`src/rtl/omsp_defer_pkg.sv`:
```
// Shared definitions for the IRQ deferral scheduler: FSM encoding and the
// default deferral bound derived from the atomicity-monitor windows.
package omsp_defer_pkg;

  localparam int ATOM_BOUND           = 12;
  localparam int SM_ENTRY_ATOM_PERIOD = 12;
  localparam int DEFER_MAX_DFLT       = ATOM_BOUND + SM_ENTRY_ATOM_PERIOD + 8;

  typedef enum logic [1:0] {
    ST_IDLE  = 2'd0,
    ST_DEFER = 2'd1,
    ST_GRANT = 2'd2
  } defer_state_e;

  function automatic int idx_width(input int n);
    return (n > 1) ? $clog2(n) : 1;
  endfunction

endpackage

```
`src/rtl/omsp_irq_prio_enc.sv`:
```
// Fixed-priority encoder: the highest asserted index wins.
module omsp_irq_prio_enc #(
  parameter int NIRQ  = 14,
  parameter int IDX_W = 4
) (
  input  logic [NIRQ-1:0]  irq_vec,
  output logic [IDX_W-1:0] idx,
  output logic             valid
);

  // Later (higher) indices overwrite earlier ones, giving highest-first priority.
  always_comb begin
    idx   = '0;
    valid = 1'b0;
    for (int i = 0; i < NIRQ; i++) begin
      if (irq_vec[i]) begin
        idx   = IDX_W'(i);
        valid = 1'b1;
      end
    end
  end

endmodule

```
`src/rtl/omsp_irq_defer_scheduler.sv`:
```
// Latches IRQs while gie is held low, grants the highest pending one when gie
// returns, and tracks per-request deferral latency with a sticky overrun flag.
module omsp_irq_defer_scheduler
  import omsp_defer_pkg::*;
#(
  parameter int NIRQ      = 14,
  parameter int DEFER_MAX = DEFER_MAX_DFLT,
  parameter int CNT_W     = $clog2(DEFER_MAX) + 1
) (
  input  logic             mclk,
  input  logic             puc_rst,
  input  logic [NIRQ-1:0]  irq_in,
  input  logic             gie,
  input  logic             irq_ack,
  input  logic             ovr_clr,
  output logic [NIRQ-1:0]  irq_req,
  output logic             irq_detect,
  output logic [NIRQ-1:0]  irq_pending,
  output logic [CNT_W-1:0] defer_cnt,
  output logic [CNT_W-1:0] defer_max_seen,
  output logic             defer_overrun
);

  localparam int IDX_W = idx_width(NIRQ);
  localparam logic [CNT_W-1:0] CNT_SAT = {CNT_W{1'b1}};
  localparam logic [CNT_W-1:0] CNT_OVR = CNT_W'(DEFER_MAX - 1);

  defer_state_e     state_reg, state_next;
  logic [NIRQ-1:0]  pending_reg, pending_next;
  logic [IDX_W-1:0] grant_idx_reg, grant_idx_next;
  logic [CNT_W-1:0] cnt_reg, cnt_next, cnt_inc;
  logic [CNT_W-1:0] max_reg, max_next;
  logic             ovr_reg, ovr_next;
  logic             detect_reg, detect_next;
  logic [NIRQ-1:0]  ack_clear;
  logic [IDX_W-1:0] enc_idx;
  logic             enc_valid;

  omsp_irq_prio_enc #(.NIRQ(NIRQ), .IDX_W(IDX_W)) u_prio_enc (
    .irq_vec (pending_reg),
    .idx     (enc_idx),
    .valid   (enc_valid)
  );

  always_comb begin
    ack_clear      = '0;
    state_next     = state_reg;
    grant_idx_next = grant_idx_reg;
    cnt_inc        = (cnt_reg == CNT_SAT) ? cnt_reg : cnt_reg + 1'b1;
    cnt_next       = cnt_reg;
    max_next       = max_reg;
    detect_next    = 1'b0;

    if (state_reg == ST_GRANT && irq_ack) begin
      ack_clear = NIRQ'(1) << grant_idx_reg;
    end
    // A line re-asserted in the ack cycle stays pending (set beats clear).
    pending_next = (pending_reg & ~ack_clear) | irq_in;

    case (state_reg)
      ST_IDLE: begin
        cnt_next = '0;
        if (enc_valid) begin
          if (gie) begin
            state_next     = ST_GRANT;
            grant_idx_next = enc_idx;
          end else begin
            state_next = ST_DEFER;
          end
        end
      end
      ST_DEFER: begin
        cnt_next = cnt_inc;
        if (gie) begin
          if (enc_valid) begin
            state_next     = ST_GRANT;
            grant_idx_next = enc_idx;
          end else begin
            state_next = ST_IDLE;
          end
        end
      end
      ST_GRANT: begin
        if (irq_ack) begin
          cnt_next    = '0;
          max_next    = (cnt_reg > max_reg) ? cnt_reg : max_reg;
          detect_next = 1'b1;
          state_next  = (|pending_next) ? ST_DEFER : ST_IDLE;
        end else begin
          cnt_next = cnt_inc;
          if (!gie) state_next = ST_DEFER;
        end
      end
      default: state_next = ST_IDLE;
    endcase

    if (state_reg != ST_IDLE && cnt_reg == CNT_OVR) ovr_next = 1'b1;
    else if (ovr_clr)                               ovr_next = 1'b0;
    else                                            ovr_next = ovr_reg;
  end

  always_ff @(posedge mclk or posedge puc_rst) begin
    if (puc_rst) begin
      state_reg     <= ST_IDLE;
      pending_reg   <= '0;
      grant_idx_reg <= '0;
      cnt_reg       <= '0;
      max_reg       <= '0;
      ovr_reg       <= 1'b0;
      detect_reg    <= 1'b0;
    end else begin
      state_reg     <= state_next;
      pending_reg   <= pending_next;
      grant_idx_reg <= grant_idx_next;
      cnt_reg       <= cnt_next;
      max_reg       <= max_next;
      ovr_reg       <= ovr_next;
      detect_reg    <= detect_next;
    end
  end

  // Request is decoded from registered state only, so reset drops it at once.
  assign irq_req        = (state_reg == ST_GRANT) ? (NIRQ'(1) << grant_idx_reg) : '0;
  assign irq_detect     = detect_reg;
  assign irq_pending    = pending_reg;
  assign defer_cnt      = cnt_reg;
  assign defer_max_seen = max_reg;
  assign defer_overrun  = ovr_reg;

endmodule
```
`config.mk`:
```
export PLATFORM = sky130hd
export DESIGN_NAME = omsp_irq_defer_scheduler
export DESIGN_NICKNAME = d
export VERILOG_FILES = /design/src/rtl/omsp_defer_pkg.sv /design/src/rtl/omsp_irq_prio_enc.sv /design/src/rtl/omsp_irq_defer_scheduler.sv
export SDC_FILE = /design/constraint.sdc
export NUM_CORES = 1
export LEC_CHECK = 0
export BUFFER_PORTS_ARGS = -buffer_cell sky130_fd_sc_hd__buf_2
export CORE_MARGIN = 2
export CORE_UTILIZATION = 48
export CTS_BUF_LIST = sky130_fd_sc_hd__clkbuf_8
export CTS_CLUSTER_SIZE = 14
export DETAILED_ROUTE_END_ITERATION = 16
export GPL_TIMING_DRIVEN = 0
export PLACE_DENSITY = 0.78
export SYNTH_ARGS = -nofsm -noshare
export SYNTH_HDL_FRONTEND = slang
export SYNTH_SLANG_ARGS = --single-unit
```
`constraint.sdc`:
```
create_clock -name mclk -period 2 [get_ports mclk]
set_clock_uncertainty 0.2 [all_clocks]
set_input_delay 0.4 -clock mclk [delete_from_list [all_inputs] [get_ports mclk]]
set_output_delay 0.4 -clock mclk [all_outputs]
set_load 0.02 [all_outputs]
```
==> results of run 1 <==
per-layer routing:
metal / share of wire (%) / global-route usage [%]
met5: 0 / 0
met4: 5.2 / 13.3
met3: 5.2 / 6.82
met2: 51 / 43.5
met1: 39 / 31.8
worst max-delay path: stages, from the launching register on:
cell      delay [ps]
dfrtp_1          400
inv_2             90
ha_4             180
buf_6            110
nand4b_1         180
buf_4            210
o31a_1           260
nor4_2           230
nand4_1          170
a221o_1          320
cell type report:
type | count | share of cell area, %
Inverter | 20 | 2.53
Multi-Input combinational cell | 154 | 43.5
Clock inverter | 2 | 0.295
Sequential cell | 34 | 28.8
Clock buffer | 6 | 2.78
Buffer | 4 | 0.884
Timing Repair Buffer | 83 | 19.1
Tap cell | 50 | 2.11
synth_stat cells, drive strengths merged (2+ instances only):
cell type	number	area (µm²)
a211oi	2	15.0
a21oi	13	65.1
a221o	2	20.0
a31oi	2	12.5
a41oi	2	17.5
and3	3	18.8
and4	2	17.5
and4bb	2	25.0
buf	4	26.3
dfrtp	34	851
ha	11	138
inv	20	75.1
mux2	7	78.8
nand2	6	22.5
nand2b	3	18.8
nand3	5	25.0
nand4b	2	17.5
nor2	28	105
nor2b	5	31.3
nor3	8	40.0
nor3b	5	37.5
nor4	6	43.8
o21ai	8	40.0
o21bai	2	15.0
o22a	5	43.8
o31a	2	17.5
or2	3	18.8
or3	2	12.5
stage by stage:
step / hold WS, ps / total power, mW / util (%) / worst slack, ps / instance area (µm²)
floorplan: 303 / 1.39 / - / -103 / 2050
global placement: 307 / 1.57 / 60.3 / -420 / 2410
detailed placement: 314 / 1.60 / 60.3 / -436 / 2410
CTS: 88.8 / 2.25 / 67.5 / -347 / 2700
global route: 88.8 / 2.62 / 74.3 / -514 / 2970
finish: 90.3 / 2.48 / 74.3 / -458 / 2970
how the worst max path moves through the flow:
stage	depth (start not counted)	endpoint	from
floorplan	8	state_reg[0]	state_reg[0]
global placement	8	state_reg[0]	state_reg[0]
detailed placement	8	state_reg[0]	state_reg[0]
CTS	6	irq_req[0]	state_reg[0]
global route	9	state_reg[0]	state_reg[0]
finish	9	state_reg[0]	state_reg[0]
cells by family after synthesis:
logic type | count (synthesis) | share of synthesized area, %
AO/OA/AOI/OAI | 49 | 16.8
multiplexers | 7 | 3.95
AND/OR/NAND/NOR | 87 | 24.5
flip-flops | 34 | 42.6
adder cells (fa/ha/maj) | 11 | 6.89
buffers and inverters | 25 | 5.26
what timing repair did:
action | CTS | global route
resized for setup | 38 | 39
endpoints found under the hold margin | 0 | 7
pin swaps | 6 | 11
setup buffers | 12 | 9
hold buffers | 0 | 1
setup endpoints to repair | 24 | 27
power by group:
part           switching [mW]  internal (mW)  total (mW)
clock network           0.266          0.273       0.538
logic                   0.608          0.495        1.10
registers              0.0807          0.758       0.839
total                   0.954           1.53        2.48
==> results.toml, run 1 <==
[worst_setup_path]
r2r_cells = 9
crit_fanout = 7
cp-end-kind = "flop"
regToRegSetupSlack_ps = -460
cp.arrival_ps = 2440
path_class = "flop to flop"
start_kind = "flop"
r2r_start = "state_reg[0]"
required_ps = 1990
reg2reg_to = "state_reg[0]"

[global_routing]
grt_max_degree = 35
grt_usage_pct = 26.4
grt_pass1_vias = 1896
antenna_found_initial = 0
grt_pass1_wl_um = 9020
grt_remaining_overflow = 0

[yosys]
synth_area_um2 = 2000
synthesis.nets = 243
ys_seq_elements = 34
synth_enable_flop_cells = 0
yosysWarnings = 0
synth_cell_types = 51
seq_area_frac_synth_pct = 42.6
synth_ff_type = "dfrtp_1"
syn_area_per_cell_um2 = 9.38
async_flop_share_pct = 100
synthCells = 213

[clock_network]
cts_buffers = 5
clockBufferDepth = 2
tritoncts = "done"
cts_root_buf = "clkbuf_8"
clk_pin_slew_ps = 70
numClockSinks = 34
htree_num_levels = 2
clk_latency_ps = 300

[layout]
layout_commonest_cell = "buf_2"
final_cell_mix = "buf_2, dfrtp_1, buf_4"
largest_reg_flops = 14
multi_input_area_um2 = 1290
stdcell_count = 353
n_antenna_cell = 0
fillCellCount = 289
regArea_um2 = 857
drive_gt1_share_pct = 47.5
finalNetCount = 332
area_growth_pct = 48.7

[min_path]
worstHoldPathCells = 2
hold_path.class = "primary input to flop"
min_from = "ovr_clr"
min_delay_worst_endpoint = "defer_overrun"

[sta]
fin_ws_ps = -458
hold_viol = 0
maxSlewViolCount = 0
max_freq_ghz = 0.407
fin_crit_ps = 2460
finalSetupTns_ps = -4330
rsz0062_at_grt = "yes"
relSlewSlack_pct = 74.1
worst_pin_slew_ps = 383
fin_crit_sh_pct = 123
setup_viol = 15

[pwr]
leakage_nw = 1.30
p_per_area_nw_per_um2 = 835
ir_drop_uv = 471

[run_status]
violations = "negative setup slack"
status = "finished, violations left"

[detailed_routing]
drt_wl_total_um = 6530
via_per_inst = 5.81
ant_nets = 0
drcViolationCount = 0
drt_pass1_iterations = 4
wl_per_cell_um = 18.5
dr_total_vias = 2050
drt_iter0_markers = 103

[place]
port_buffers = 60
dp_hpwl_um = 3880
dp.cells = 323
gp_congestion = 0.821

[run]
maxCapViolations = 0

[floorplan]
die_h_um = 68.5
die-area_um2 = 4690
row_count = 23
start_util_pct = 50.0
dieWidth_um = 68.5
fp.coreArea_um2 = 4000
ioPinCount = 61
No activity file was read; power rests on OpenSTA's default activity.
==> run 2, diff against run 1 <==
--- a/config.mk
+++ b/config.mk
@@ -6,13 +6,15 @@
 export NUM_CORES = 1
 export LEC_CHECK = 0
 export BUFFER_PORTS_ARGS = -buffer_cell sky130_fd_sc_hd__buf_2
+export CELL_PAD_IN_SITES_DETAIL_PLACEMENT = 1
+export CELL_PAD_IN_SITES_GLOBAL_PLACEMENT = 2
 export CORE_MARGIN = 2
-export CORE_UTILIZATION = 48
+export CORE_UTILIZATION = 28
 export CTS_BUF_LIST = sky130_fd_sc_hd__clkbuf_8
 export CTS_CLUSTER_SIZE = 14
 export DETAILED_ROUTE_END_ITERATION = 16
 export GPL_TIMING_DRIVEN = 0
-export PLACE_DENSITY = 0.78
+export PLACE_DENSITY_LB_ADDON = 0.1
 export SYNTH_ARGS = -nofsm -noshare
 export SYNTH_HDL_FRONTEND = slang
 export SYNTH_SLANG_ARGS = --single-unit
==> results.toml, run 2 (synthesis results as in run 1) <==
[run_status]
status = "finished, violations left"
violations = "negative setup slack"

[layout]
finalNetCount = 328
n_antenna_cell = 0
largest_reg_flops = 14
final_cell_mix = "buf_2, dfrtp_1, buf_4"
multi_input_area_um2 = 1310
area_growth_pct = 51.5
drive_gt1_share_pct = 48.8
layout_commonest_cell = "buf_2"
regArea_um2 = 857
fillCellCount = 802

[global_routing]
grt_pass1_vias = 2019
antenna_found_initial = 0
grt_usage_pct = 17.8
grt_remaining_overflow = 0
grt_pass1_wl_um = 10600
grt_max_degree = 35

[place]
gp_congestion = 0.773
dp_hpwl_um = 4520
port_buffers = 60

[sta]
finalSetupTns_ps = -3720
rsz0062_at_grt = "yes"
maxSlewViolCount = 0
fin_crit_sh_pct = 120
worst_pin_slew_ps = 750
whs_ps = 28.1
max_freq_ghz = 0.417
hold_viol = 0
fin_ws_ps = -400
setup_viol = 15
relSlewSlack_pct = 49.9
fin_crit_ps = 2400

[worst_setup_path]
required_ps = 1400
crit_fanout = 7
cp_top_family = "simple AND/OR/NAND/NOR gates"
crit_top_cell = "buf_6"
path_class = "flop to output pin"
cp-end-kind = "output pin"
path_cells = "inv_2 -> ha_4 -> buf_6 -> nand2_4 -> or2_4 -> nor3_4 -> buf_6"
max_stage_delay_ps = 400
start_kind = "flop"
cp.arrival_ps = 1800
critPathSlowestCell = "dfrtp_1"
crit_buf_inv = 3

[clock_network]
numClockSinks = 34
htree_num_levels = 2
cts_root_buf = "clkbuf_8"
clk_pin_slew_ps = 80
cts_buffers = 5
clk_latency_ps = 290
hold_buffers = 0
tritoncts = "done"
clockBufferDepth = 2

[floorplan]
ioPinCount = 61
row_count = 30
fp.coreArea_um2 = 6830
die_h_um = 88.5
start_util_pct = 29.2
dieWidth_um = 88.5
die-area_um2 = 7830

[run]
maxCapViolations = 0

[detailed_routing]
wl_per_cell_um = 16.7
ant_nets = 0
via_per_inst = 4.95
drt_iter0_markers = 47
dr_total_vias = 1956
drcViolationCount = 0
drt_pass1_iterations = 4
drt_wl_total_um = 6610

[pwr]
leakage_nw = 1.29
ir_drop_uv = 382
p_per_area_nw_per_um2 = 848

[min_path]
hold_path.class = "primary input to async pin"
run 2: cell count changes in the layout (fill, tap and decap cells not counted), sizes merged:
cell,before,now
dlygate4sd3,1,0
buf,85,82
bufinv,0,1
clkinv,2,0
inv,20,21
clkinvlp,0,1
clkbuf,7,6
run 2: worst register-to-register path, stage by stage (launching register included):
cell      delay, ps
dfrtp_1         510
nand2b_2        330
o32a_1          400
nor4_2          270
nand4_1         160
a221o_1         360
run 2: layout make-up:
class                      instances  area share, %
buffer                             4          0.826
clock buffer                       5           2.27
inverter                          20           2.56
sequential                        34           28.3
clock inverter                     3           1.36
multi-input combinational        154           43.1
tap                               96           3.97
timing repair buffer              79           17.6
run 2: what timing repair did:
| action | 4_1_cts | 5_1_grt |
|---|---|---|
| resized for setup | 44 | 34 |
| pin swaps | 7 | 9 |
| setup buffers | 11 | 8 |
| setup endpoints to repair | 24 | 28 |
run 2: where the power goes:
part           internal, mW  switching (mW)
Clock                 0.367           0.279
Sequential            0.757          0.0873
Combinational         0.486           0.592
Total                  1.61           0.958
run 2: worst paths after layout:
kind / from / endpoint / slack (ps) / depth (start not counted)
worst max register to register: grant_idx_reg[1] / state_reg[0] / -360 / 5
min in group mclk: ovr_clr / defer_overrun / 110 / 2
worst max-delay path: state_reg[0] / irq_req[8] / -400 / 7
worst min-delay path: puc_rst / grant_idx_reg[0] / 30 / 2
max in group asynchronous: puc_rst / defer_cnt[4] / 1030 / 2
worst min register to register: defer_overrun / defer_overrun / 330 / 2
run 2: through the flow:
step           utilization, %  area (µm²)  setup slack [ps]  power, mW  std cells
6_report                 44.3        3030              -400       2.57        395
5_1_grt                  44.3        3030              -488       2.74        395
4_1_cts                  41.5        2830              -404       2.44        388
3_5_place_dp             36.1        2470              -518       1.63        369
3_3_place_gp             36.1        2470              -497       1.63        369
2_1_floorplan               -        2050              -103       1.39        213
run 2: per-layer routing:
metal  track usage [%]  vias to the layer above  share of wire [%]
li1                  -                      949                  -
met1              22.3                      956                 43
met2              31.0                       43                 52
met3              3.17                        8                3.2
met4              5.65                        0                1.5
met5                 0                        -                  0
==> run 3, diff against run 2 <==
--- a/config.mk
+++ b/config.mk
@@ -15,6 +15,7 @@
 export DETAILED_ROUTE_END_ITERATION = 16
 export GPL_TIMING_DRIVEN = 0
 export PLACE_DENSITY_LB_ADDON = 0.1
+export SETUP_SLACK_MARGIN = 0.02
 export SYNTH_ARGS = -nofsm -noshare
 export SYNTH_HDL_FRONTEND = slang
 export SYNTH_SLANG_ARGS = --single-unit
==> results.toml, run 3 (synthesis results as in run 1) <==
[run_status]
status = "finished, violations left"
violations = "negative setup slack"

[floorplan]
row_count = 30
die-area_um2 = 7830
die_h_um = 88.5
dieWidth_um = 88.5
start_util_pct = 29.2
ioPinCount = 61
fp.coreArea_um2 = 6830

[clock_network]
tritoncts = "done"
hold_buffers = 0
cts_root_buf = "clkbuf_8"
htree_num_levels = 2
clk_latency_ps = 290
clockBufferDepth = 2
clk_pin_slew_ps = 80
numClockSinks = 34
cts_buffers = 5

[worst_setup_path]
cp-end-kind = "output pin"
r2r_start = "state_reg[0]"
cp.arrival_ps = 1770
start_kind = "flop"
required_ps = 1400
regToRegSetupSlack_ps = -320
reg2reg_to = "state_reg[0]"
crit_fanout = 5
r2r_cells = 8
path_class = "flop to output pin"

[detailed_routing]
ant_nets = 0
drt_iter0_markers = 37
drcViolationCount = 0
drt_pass1_iterations = 3
drt_wl_total_um = 6730
wl_per_cell_um = 16.6
via_per_inst = 4.90
dr_total_vias = 1985

[layout]
final_area_um2 = 3120
finish.utilization_pct = 45.6
area_growth_pct = 55.9
layout_commonest_cell = "buf_2"
largest_reg_flops = 14
finalNetCount = 338
final_cell_mix = "buf_2, buf_4, dfrtp_1"
drive_gt1_share_pct = 52.4
n_antenna_cell = 0

[sta]
worst_pin_slew_ps = 767
setup_viol = 20
max_freq_ghz = 0.421
relSlewSlack_pct = 48.8
whs_ps = 41.0
hold_viol = 0
fin_ws_ps = -374
maxSlewViolCount = 0
rsz0062_at_grt = "yes"
fin_crit_ps = 2370
fin_crit_sh_pct = 119

[pwr]
finalPower_mw = 2.79
p_per_area_nw_per_um2 = 895
ir_drop_uv = 311
leakage_nw = 1.35

[place]
post_dp_cell_area_um2 = 2470
port_buffers = 60
dp_hpwl_um = 4480
gp_congestion = 0.746

[global_routing]
grt_max_degree = 35
grt_pass1_vias = 2076
grt_usage_pct = 17.8
antenna_found_initial = 0
grt_pass1_wl_um = 10400
grt_remaining_overflow = 0

[min_path]
hold_path.class = "primary input to async pin"

[run]
maxCapViolations = 0
## run 3: changes by cell type in the layout (fill, tap and decap cells not counted), sizes merged
| cell | previous run | this run |
|---|---|---|
| buf | 82 | 92 |
## run 3: layer usage
| layer | track usage, % | share of wire, % | vias to the layer above |
|---|---|---|---|
| li1 | - | - | 965 |
| met1 | 21.3 | 42 | 977 |
| met2 | 32.9 | 54 | 41 |
| met3 | 3.64 | 3.5 | 2 |
| met4 | 3.72 | 0.18 | 0 |
| met5 | 0 | 0 | - |
## run 3: critical path: stages, from the launching register on
cell and delay [ps]:
dfrtp_1 400, inv_2 90, ha_4 140, buf_6 120, inv_4 30, or3_4 410
nor3_2 130, buf_4 160
## run 3: timing repair
action / 4_1_cts / 5_1_grt
endpoints found under the setup margin: 25 / 30
cloned: 1 / 0
endpoints found under the hold margin: 0 / 0
pin swaps: 18 / 8
gates resized for setup: 63 / 24
buffers inserted: 23 / 6
## run 3: cell type report
| class | instances | area (µm²) |
|---|---|---|
| sequential | 34 | 860 |
| buffer | 5 | 37.5 |
| timing repair buffer | 88 | 601 |
| inverter | 20 | 77.6 |
| clock buffer | 5 | 68.8 |
| multi-input combinational | 154 | 1310 |
| fill | 814 | 3720 |
| tap | 96 | 120 |
| clock inverter | 3 | 41.3 |
## run 3: worst max path at each step
stage / start / end / slack, ps / cells after the start
final: state_reg[0] / irq_req[0] / -370 / 7
after global routing: state_reg[0] / irq_req[0] / -440 / 7
after CTS: state_reg[0] / irq_req[0] / -370 / 7
after detailed placement: state_reg[0] / state_reg[0] / -430 / 8
after global placement: state_reg[0] / state_reg[0] / -480 / 8
after floorplan: state_reg[0] / state_reg[0] / -100 / 8
## run 3: power breakdown
part           total [mW]  leakage (nW)  internal [mW]  switching [mW]
Sequential          0.831         0.374          0.757          0.0732
Clock               0.649        0.0556          0.367           0.282
Combinational        1.31         0.920          0.635           0.674
## run 3: stage by stage
| step | setup TNS [ps] | worst slack (ps) | instances |
|---|---|---|---|
| 5_1_grt | -5550 | -441 | 405 |
| 4_1_cts | -5140 | -366 | 401 |
| 3_3_place_gp | -3320 | -476 | 369 |
| 6_report | -3800 | -374 | 405 |
| 3_5_place_dp | -2560 | -431 | 369 |
| 2_1_floorplan | -403 | -103 | 213 |
